==> src/rtl/alu_181_pkg.sv <==
// Shared types and select/mode codes for the nibble-serial 74181-style ALU.
package alu_181_pkg;

   typedef enum logic [1:0] {IDLE, RUN, DONE} state_t;

   localparam logic [3:0] SEL_0 = 4'b0000;
   localparam logic [3:0] SEL_1 = 4'b0001;
   localparam logic [3:0] SEL_2 = 4'b0010;
   localparam logic [3:0] SEL_3 = 4'b0011;
   localparam logic [3:0] SEL_4 = 4'b0100;
   localparam logic [3:0] SEL_5 = 4'b0101;
   localparam logic [3:0] SEL_6 = 4'b0110;
   localparam logic [3:0] SEL_7 = 4'b0111;
   localparam logic [3:0] SEL_8 = 4'b1000;
   localparam logic [3:0] SEL_9 = 4'b1001;
   localparam logic [3:0] SEL_A = 4'b1010;
   localparam logic [3:0] SEL_B = 4'b1011;
   localparam logic [3:0] SEL_C = 4'b1100;
   localparam logic [3:0] SEL_D = 4'b1101;
   localparam logic [3:0] SEL_E = 4'b1110;
   localparam logic [3:0] SEL_F = 4'b1111;

   localparam logic MODE_ARITH = 1'b0;
   localparam logic MODE_LOGIC = 1'b1;

endpackage

==> src/rtl/alu_181_slice.sv <==
// Combinational 4-bit 74181-style slice; X/Y are formed locally so ONES = 4'hF per slice.
module alu_181_slice
   import alu_181_pkg::*;
(
   input  logic [3:0] a,
   input  logic [3:0] b,
   input  logic [3:0] s,
   input  logic       m,
   input  logic       cin,
   output logic [3:0] f,
   output logic       cout,
   output logic       c3
);

   logic [3:0] x;
   logic [3:0] y;
   logic [3:0] lf;
   logic [4:0] sum;
   logic [3:0] low;

   always_comb begin
      x = a;
      y = 4'h0;
      case (s)
         SEL_0: begin x = a;        y = 4'h0;     end
         SEL_1: begin x = a | b;    y = 4'h0;     end
         SEL_2: begin x = a | ~b;   y = 4'h0;     end
         SEL_3: begin x = 4'hF;     y = 4'h0;     end
         SEL_4: begin x = a;        y = a & ~b;   end
         SEL_5: begin x = a | b;    y = a & ~b;   end
         SEL_6: begin x = a;        y = ~b;       end
         SEL_7: begin x = a & ~b;   y = 4'hF;     end
         SEL_8: begin x = a;        y = a & b;    end
         SEL_9: begin x = a;        y = b;        end
         SEL_A: begin x = a | ~b;   y = a & b;    end
         SEL_B: begin x = a & b;    y = 4'hF;     end
         SEL_C: begin x = a;        y = a;        end
         SEL_D: begin x = a | b;    y = a;        end
         SEL_E: begin x = a | ~b;   y = a;        end
         default: begin x = a;      y = 4'hF;     end
      endcase
   end

   always_comb begin
      lf = 4'h0;
      case (s)
         SEL_0: lf = ~a;
         SEL_1: lf = ~(a | b);
         SEL_2: lf = ~a & b;
         SEL_3: lf = 4'h0;
         SEL_4: lf = ~(a & b);
         SEL_5: lf = ~b;
         SEL_6: lf = a ^ b;
         SEL_7: lf = a & ~b;
         SEL_8: lf = ~a | b;
         SEL_9: lf = ~(a ^ b);
         SEL_A: lf = b;
         SEL_B: lf = a & b;
         SEL_C: lf = 4'hF;
         SEL_D: lf = a | ~b;
         SEL_E: lf = a | b;
         default: lf = a;
      endcase
   end

   // The 3-bit partial sum exposes the carry into bit 3 for overflow detection on the top slice.
   always_comb begin
      sum  = {1'b0, x} + {1'b0, y} + {4'b0000, cin};
      low  = {1'b0, x[2:0]} + {1'b0, y[2:0]} + {3'b000, cin};
      f    = sum[3:0];
      cout = sum[4];
      c3   = low[3];
      if (m == MODE_LOGIC) begin
         f    = lf;
         cout = 1'b0;
         c3   = 1'b0;
      end
   end

endmodule

==> src/rtl/alu_181_serial.sv <==
// Nibble-serial ALU: one 4-bit slice per clock, LSB first, with the carry held between slices.
module alu_181_serial
   import alu_181_pkg::*;
#(
   parameter int WIDTH = 8
) (
   input  logic             clk,
   input  logic             rst_n,
   input  logic             in_valid,
   output logic             in_ready,
   input  logic [WIDTH-1:0] a,
   input  logic [WIDTH-1:0] b,
   input  logic [3:0]       s,
   input  logic             m,
   input  logic             cin,
   output logic             out_valid,
   input  logic             out_ready,
   output logic [WIDTH-1:0] f,
   output logic             cout,
   output logic             ovf,
   output logic             aeqb
);

   localparam int NIBBLES = WIDTH / 4;
   localparam int CW = (NIBBLES > 1) ? $clog2(NIBBLES) : 1;
   localparam logic [CW-1:0] LAST = CW'(NIBBLES - 1);

   state_t            state;
   state_t            next_state;
   logic [CW-1:0]     cnt;
   logic              carry;
   logic [WIDTH-1:0]  a_reg;
   logic [WIDTH-1:0]  b_reg;
   logic [3:0]        s_reg;
   logic              m_reg;
   logic [WIDTH-1:0]  f_next;
   logic [3:0]        slice_f;
   logic              slice_cout;
   logic              slice_c3;

   alu_181_slice u_slice (
      .a    (a_reg[{cnt, 2'b00} +: 4]),
      .b    (b_reg[{cnt, 2'b00} +: 4]),
      .s    (s_reg),
      .m    (m_reg),
      .cin  (carry),
      .f    (slice_f),
      .cout (slice_cout),
      .c3   (slice_c3)
   );

   always_ff @(posedge clk or negedge rst_n) begin
      if (!rst_n) state <= IDLE;
      else        state <= next_state;
   end

   always_comb begin
      next_state = state;
      case (state)
         IDLE:    if (in_valid)    next_state = RUN;
         RUN:     if (cnt == LAST) next_state = DONE;
         DONE:    if (out_ready)   next_state = IDLE;
         default: next_state = IDLE;
      endcase
   end

   always_comb begin
      in_ready  = (state == IDLE);
      out_valid = (state == DONE);
   end

   always_comb begin
      f_next = f;
      f_next[{cnt, 2'b00} +: 4] = slice_f;
   end

   // Flags are only committed on the last nibble so they stay stable through DONE.
   always_ff @(posedge clk or negedge rst_n) begin
      if (!rst_n) begin
         cnt   <= '0;
         carry <= 1'b0;
         a_reg <= '0;
         b_reg <= '0;
         s_reg <= 4'h0;
         m_reg <= 1'b0;
         f     <= '0;
         cout  <= 1'b0;
         ovf   <= 1'b0;
         aeqb  <= 1'b0;
      end else begin
         case (state)
            IDLE: begin
               if (in_valid) begin
                  a_reg <= a;
                  b_reg <= b;
                  s_reg <= s;
                  m_reg <= m;
                  cnt   <= '0;
                  carry <= cin;
               end
            end
            RUN: begin
               f     <= f_next;
               carry <= slice_cout;
               if (cnt == LAST) begin
                  cnt  <= '0;
                  cout <= slice_cout;
                  ovf  <= slice_c3 ^ slice_cout;
                  aeqb <= &f_next;
               end else begin
                  cnt <= cnt + CW'(1);
               end
            end
            default: ;
         endcase
      end
   end

endmodule

==> config.mk <==
export PLATFORM = sky130hd
export DESIGN_NAME = alu_181_serial
export DESIGN_NICKNAME = d
export VERILOG_FILES = /design/src/rtl/alu_181_pkg.sv /design/src/rtl/alu_181_slice.sv /design/src/rtl/alu_181_serial.sv
export SDC_FILE = /design/constraint.sdc
export NUM_CORES = 1
export LEC_CHECK = 0
export BUFFER_PORTS_ARGS = -buffer_cell sky130_fd_sc_hd__buf_4
export CORE_UTILIZATION = 45
export DETAILED_ROUTE_END_ITERATION = 6
export PLACE_DENSITY = 0.67
export SYNTH_ARGS = -nofsm -noshare
export SYNTH_HDL_FRONTEND = slang
export SYNTH_SLANG_ARGS = --single-unit
export TNS_END_PERCENT = 20
==> constraint.sdc <==
create_clock -name clk -period 3.7 [get_ports clk]
set_input_delay 0.925 -clock clk [delete_from_list [all_inputs] [get_ports clk]]
set_output_delay 0.925 -clock clk [all_outputs]
set_load 0.03 [all_outputs]
# Word level (Yosys, flattened, before mapping)
# Cells that the tools add are included.
[totals]
inputBits = 26
out_inout_bits = 13
wordCells = 83
ff_bits = 36
[op_classes]
n_shift = 4
mux = 16
n_reduce_logical = 14
eq_ne = 19
n_addsub = 6
bitwise = 13
[op_table]
columns = ["cell", "count"]
rows = [
  ["$pmux 4 s15", 1],
  ["$eq 4x4->1 const B", 7],
  ["$pmux 4 s6", 1],
  ["$not 4->4", 5],
  ["$pmux 4 s5", 1],
  ["$eq 4x3->1 const B", 4],
  ["$shiftx 8x4->4", 2],
  ["$and 4x4->4", 3],
  ["$or 4x4->4", 3],
  ["$reduce_or 3->1", 3],
  ["$bwmux 8", 1],
  ["$eq 4x2->1 const B", 2],
  ["$reduce_and 8->1", 1],
  ["$shift 4x5->8 const A", 1],
  ["$shiftx 4x5->8", 1],
  ["$mux 2", 3],
  ["$pmux 2 s3", 1],
  ["$reduce_and 2->1", 3],
  ["$add 4x4->5", 1],
  ["$add 5x1->5", 1],
  ["$mux 1", 5],
  ["$neg 3->5", 1],
  ["$add 3x3->4", 1],
  ["$add 4x1->4", 1],
  ["other kinds (16)", 19],
]

# Depth between registers and ports, before layout
[logic_depth]
depth_word = 10
ltp_mapped = 15
mapped_depth_nobuf = 14

# By module
# Synthesis repeated with hierarchy kept, for this count alone.
[hier_totals]
hier_cells = 290
area_unflattened_um2 = 2907.8
[modules_own_cells]
columns = ["module", "n_inst", "cells_per_inst", "area_per_inst_um2"]
rows = [
  ["alu_181_serial", 1, 99, 1569.0],
  ["alu_181_slice", 1, 191, 1338.8],
]

# Worst setup path before layout
# Ideal clock, no wire load.
[synth_timing]
path_kind = "register -> register"
start = "register cnt"
end = "register aeqb"
path_buffers = 1
period_less_slack_ps = 3791
stages_incl_launch_ff = 15
slack_ps = -91
setup_ps = 92
arrival_time_ps = 3699
cell_sequence = "dfrtp_1 -> buf_6 -> mux2i_1 -> inv_1 -> ha_1 -> a21oi_1 -> o22ai_1 -> a221o_1 -> fa_1 -> fa_1 -> nor2_1 -> a31oi_1 -> o31ai_1 -> or4_4 -> o31ai_2"
[synth_via]
elab_chain_cells = 10
word_cells_on_any_way = 26
[synth_lines]
columns = ["item", "line_no", "rtl"]
rows = [
  ["start: declaration", "alu_181_serial.sv:30", "logic [CW-1:0] cnt;"],
  ["start signal: assignment", "alu_181_serial.sv:111", "cnt <= cnt + CW'(1);"],
  ["$shiftx 8x4->4", "alu_181_serial.sv:43", ".b (b_reg[{cnt, 2'b00} +: 4]),"],
  ["$not 4->4", "--", ""],
  ["$and 4x4->4 / $or 4x4->4 (equally long branches)", "--", ""],
  ["$pmux 4 s6 / $pmux 4 s5 (equally long branches)", "alu_181_slice.sv:24", "case (s)"],
  ["$add 4x4->5", "alu_181_slice.sv:68", "sum = {1'b0, x} + {1'b0, y} + {4'b0000, cin};"],
  ["$add 5x1->5", "alu_181_slice.sv:68", ""],
  ["$mux 4", "alu_181_slice.sv:73", "if (m == MODE_LOGIC) begin"],
  ["$shiftx 4x5->8", "alu_181_serial.sv:74", "f_next[{cnt, 2'b00} +: 4] = slice_f;"],
  ["$bwmux 8", "alu_181_serial.sv:74", ""],
  ["$reduce_and 8->1", "alu_181_serial.sv:109", "aeqb <= &f_next;"],
  ["end signal: assignment", "alu_181_serial.sv:109", ""],
  ["end: declaration", "alu_181_serial.sv:21", "output logic aeqb"],
]
# Several ways; a longest one is shown, not always the timed one.
# A chain may end at the register's enable or synchronous reset.

# Worst setup path in the final report
# Same ends and word-level chain as after synthesis.

==> flow_summary.json <==
{
  "pre_cts_slack_ns": 0.02623,
  "ys_seq_area_share_pct": 30.94,
  "viasPerCell": 6.024,
  "drive_gt1_share_pct": 29.34,
  "slowest_stage": "fa_1",
  "skew_ns": 0.003349,
  "fin_ws_ns": 0.1522,
  "yosys.area.top_type_share_pct": 30.94,
  "syn_area_per_cell_um2": 8.640,
  "floorplan.initialDensity_pct": 47.76,
  "place.gp.congestion": 0.8928,
  "die_w_um": 82.44,
  "fin_crit_sh_pct": 95.89,
  "min_path_type": "register to register",
  "cp-start-kind": "register",
  "pin_count": 39,
  "endpoint": "aeqb",
  "hpwl_mm": 6.202,
  "vias": 2813,
  "crit_type": "register to register",
  "cts_inserted_buffers": 5,
  "dieHeight_um": 82.44,
  "htree_levels": 2,
  "ys_top_cells_by_area": "dfrtp_1 (31%), ha_1 (8.2%), mux2_2 (6.6%), o21ai_0 (5.0%), a21oi_1 (4.3%)",
  "clkLatencyLatePin_ns": 0.28,
  "drt_iter0_markers": 192,
  "grt_first_pass_wirelength_mm": 13.17,
  "r2r_start": "cnt",
  "fin_area_um2": 3570,
  "yosysTopAreaCell": "dfrtp_1",
  "die-area_um2": 6796,
  "tns_ns": 0,
  "cpPeakStageDelay_ns": 0.48,
  "synth_seq_cells": 36,
  "endpoint_kind": "register",
  "synthArstFlopShare_pct": 100.0,
  "dpl_cell_area_um2": 3416,
  "hold_violations": 0,
  "port_buffers": 38,
  "max_cap_violations": 0,
  "antenna_found_initial": 0,
  "antenna_cells": 0,
  "cts_root_buffer": "clkbuf_8",
  "cts_sinks": 36,
  "yosys_warnings": 0,
  "layout.nets": 438,
  "reg2reg_depth": 13,
  "grt_pass1_vias": 2583,
  "ys_types": 56,
  "finalMaxSlewViolations": 0,
  "worstPathRequired_ns": 3.89,
  "syn_area_um2": 2912,
  "rsz0062_at_grt": "true",
  "synthFlopType": "dfrtp_1",
  "area_growth_pct": 22.60,
  "cts_max_path_buffers": 2,
  "cp_max_fo": 3,
  "crit_arrival_ns": 3.74,
  "reg2reg_setup_slack_ns": 0.15,
  "worstSetupStartpoint": "cnt",
  "syn_inst": 337,
  "cp_common_cell": "o31ai_2",
  "setup_viol": 0,
  "fmax_mhz": 281.9,
  "syn-num-nets": 384,
  "grtUsageTotal_pct": 25.90,
  "status": "completed",
  "grt.overflow.total": 0,
  "dr.pass1.iters": 5,
  "cts_tree": "done",
  "wl_per_cell_um": 17.11,
  "period_needed_ns": 3.548,
  "rows": 28,
  "core_um2": 6096,
  "drtAntennaViolNets": 0,
  "grt_max_degree": 37,
  "worst_pin_slew_ns": 0.9695,
  "crit_chain": "mux2i_2, inv_1, ha_2, a21oi_2, o22ai_1, a221o_1, fa_2, fa_1, nor2_1, a31oi_1, o31ai_2, or4_4, o31ai_2",
  "drc": 0,
  "maxSlewHeadroom_pct": 35.37,
  "routed_wl_mm": 7.991,
  "synth-edff-count": 0,
  "clk_pin_slew_ns": 0.07,
  "r2r_end": "aeqb"
}
-- per-layer routing --
layer	GRT usage, %	share of wire [%]	vias to the layer above
met5	0	0	-
met4	5.439	1.1	0
met3	2.967	6.4	9
met2	40.91	46	113
met1	37.98	47	1350
li1	-	-	1341
-- layout by cell type (no fill, tap or decap), types with 4 or more instances in the layout --
cell / n
nor2b_1: 6
a221o_1: 5
mux2i_1: 5
nand2b_1: 11
o211ai_1: 4
a211oi_1: 6
nor3_1: 8
buf_4: 71
inv_1: 13
dfrtp_1: 36
o21ai_0: 29
ha_1: 16
nand2_1: 29
mux2_2: 17
nand3b_1: 7
nor3b_1: 5
nor2_1: 28
a21oi_1: 23
clkbuf_8: 6
-- worst max-delay path, delay by kind of cell, from the launching register on --
kind | cells | cell delay (ns)
AOI/OAI and AO/OA | 6 | 1.15
muxes | 1 | 0.24
adders and majority gates | 3 | 1.06
and+or+nand+nor | 2 | 0.46
buffers and inverters | 1 | 0.10
DFF | 1 | 0.43
-- worst min-delay path by stage --
stage | startpoint | end | slack [ns] | cells past startpoint
after floorplan | b_reg[1] | b_reg[1] | 0.48 | 1
after global placement | f[6] | f[6] | 0.46 | 2
after detailed placement | f[4] | f[4] | 0.48 | 2
after CTS | f[4] | f[4] | 0.50 | 2
after global routing | f[5] | f[5] | 0.52 | 2
final | ovf | ovf | 0.49 | 2
-- cells in the mapped netlist (all sizes together), types with 2 or more instances --
| library cell | count |
|---|---|
| a2111oi | 3 |
| a211oi | 6 |
| a21o | 3 |
| a21oi | 25 |
| a221o | 5 |
| a22oi | 2 |
| a311oi | 2 |
| a31oi | 3 |
| and3b | 3 |
| buf | 12 |
| clkbuf | 13 |
| dfrtp | 36 |
| fa | 2 |
| ha | 19 |
| inv | 14 |
| mux2 | 17 |
| mux2i | 9 |
| nand2 | 29 |
| nand2b | 11 |
| nand3 | 3 |
| nand3b | 7 |
| nand4b | 2 |
| nor2 | 28 |
| nor2b | 6 |
| nor3 | 8 |
| nor3b | 5 |
| o211ai | 4 |
| o21ai | 29 |
| o22ai | 3 |
| o31ai | 5 |
| or2 | 2 |
| xnor2 | 2 |
-- layout make-up --
class,count,area [µm²]
fill,564,2526
tap,75,93.84
timing repair buffer,72,544.3
sequential,36,900.9
clock buffer,6,82.58
inverter,14,52.55
multi-input combinational,262,1882
clock inverter,2,13.76
-- cells by family (layout without fill, tap and decap cells) --
kind of cell    count (synthesis)  count (layout)  synth area share [%]
simple gates                  110             110                 19.73
compound gates                102             102                 22.95
buf+inv                        39              94                 5.888
flops                          36              36                 30.94
mux                            26              26                 10.06
fa+ha+maj                      21              21                 9.540
xor+xnor                        3               3                0.9026
-- what timing repair did --
item	4_1_cts	5_1_grt
resized for setup	0	13
hold buffers	0	0
setup buffers	0	2
setup endpoints to repair	0	3
-- per-stage QoR --
step | instances | hold WS, ns | utilization (%)
final | 467 | 0.4912 | 58.56
after global routing | 467 | 0.5214 | 58.56
after CTS | 465 | 0.4965 | 57.61
after detailed placement | 457 | 0.4775 | 56.03
after global placement | 457 | 0.4648 | 56.03
after floorplan | 337 | 0.4800 | -
Power is not shown: default switching activity piles up to over one toggle a cycle in this logic, so the estimate is an artifact.
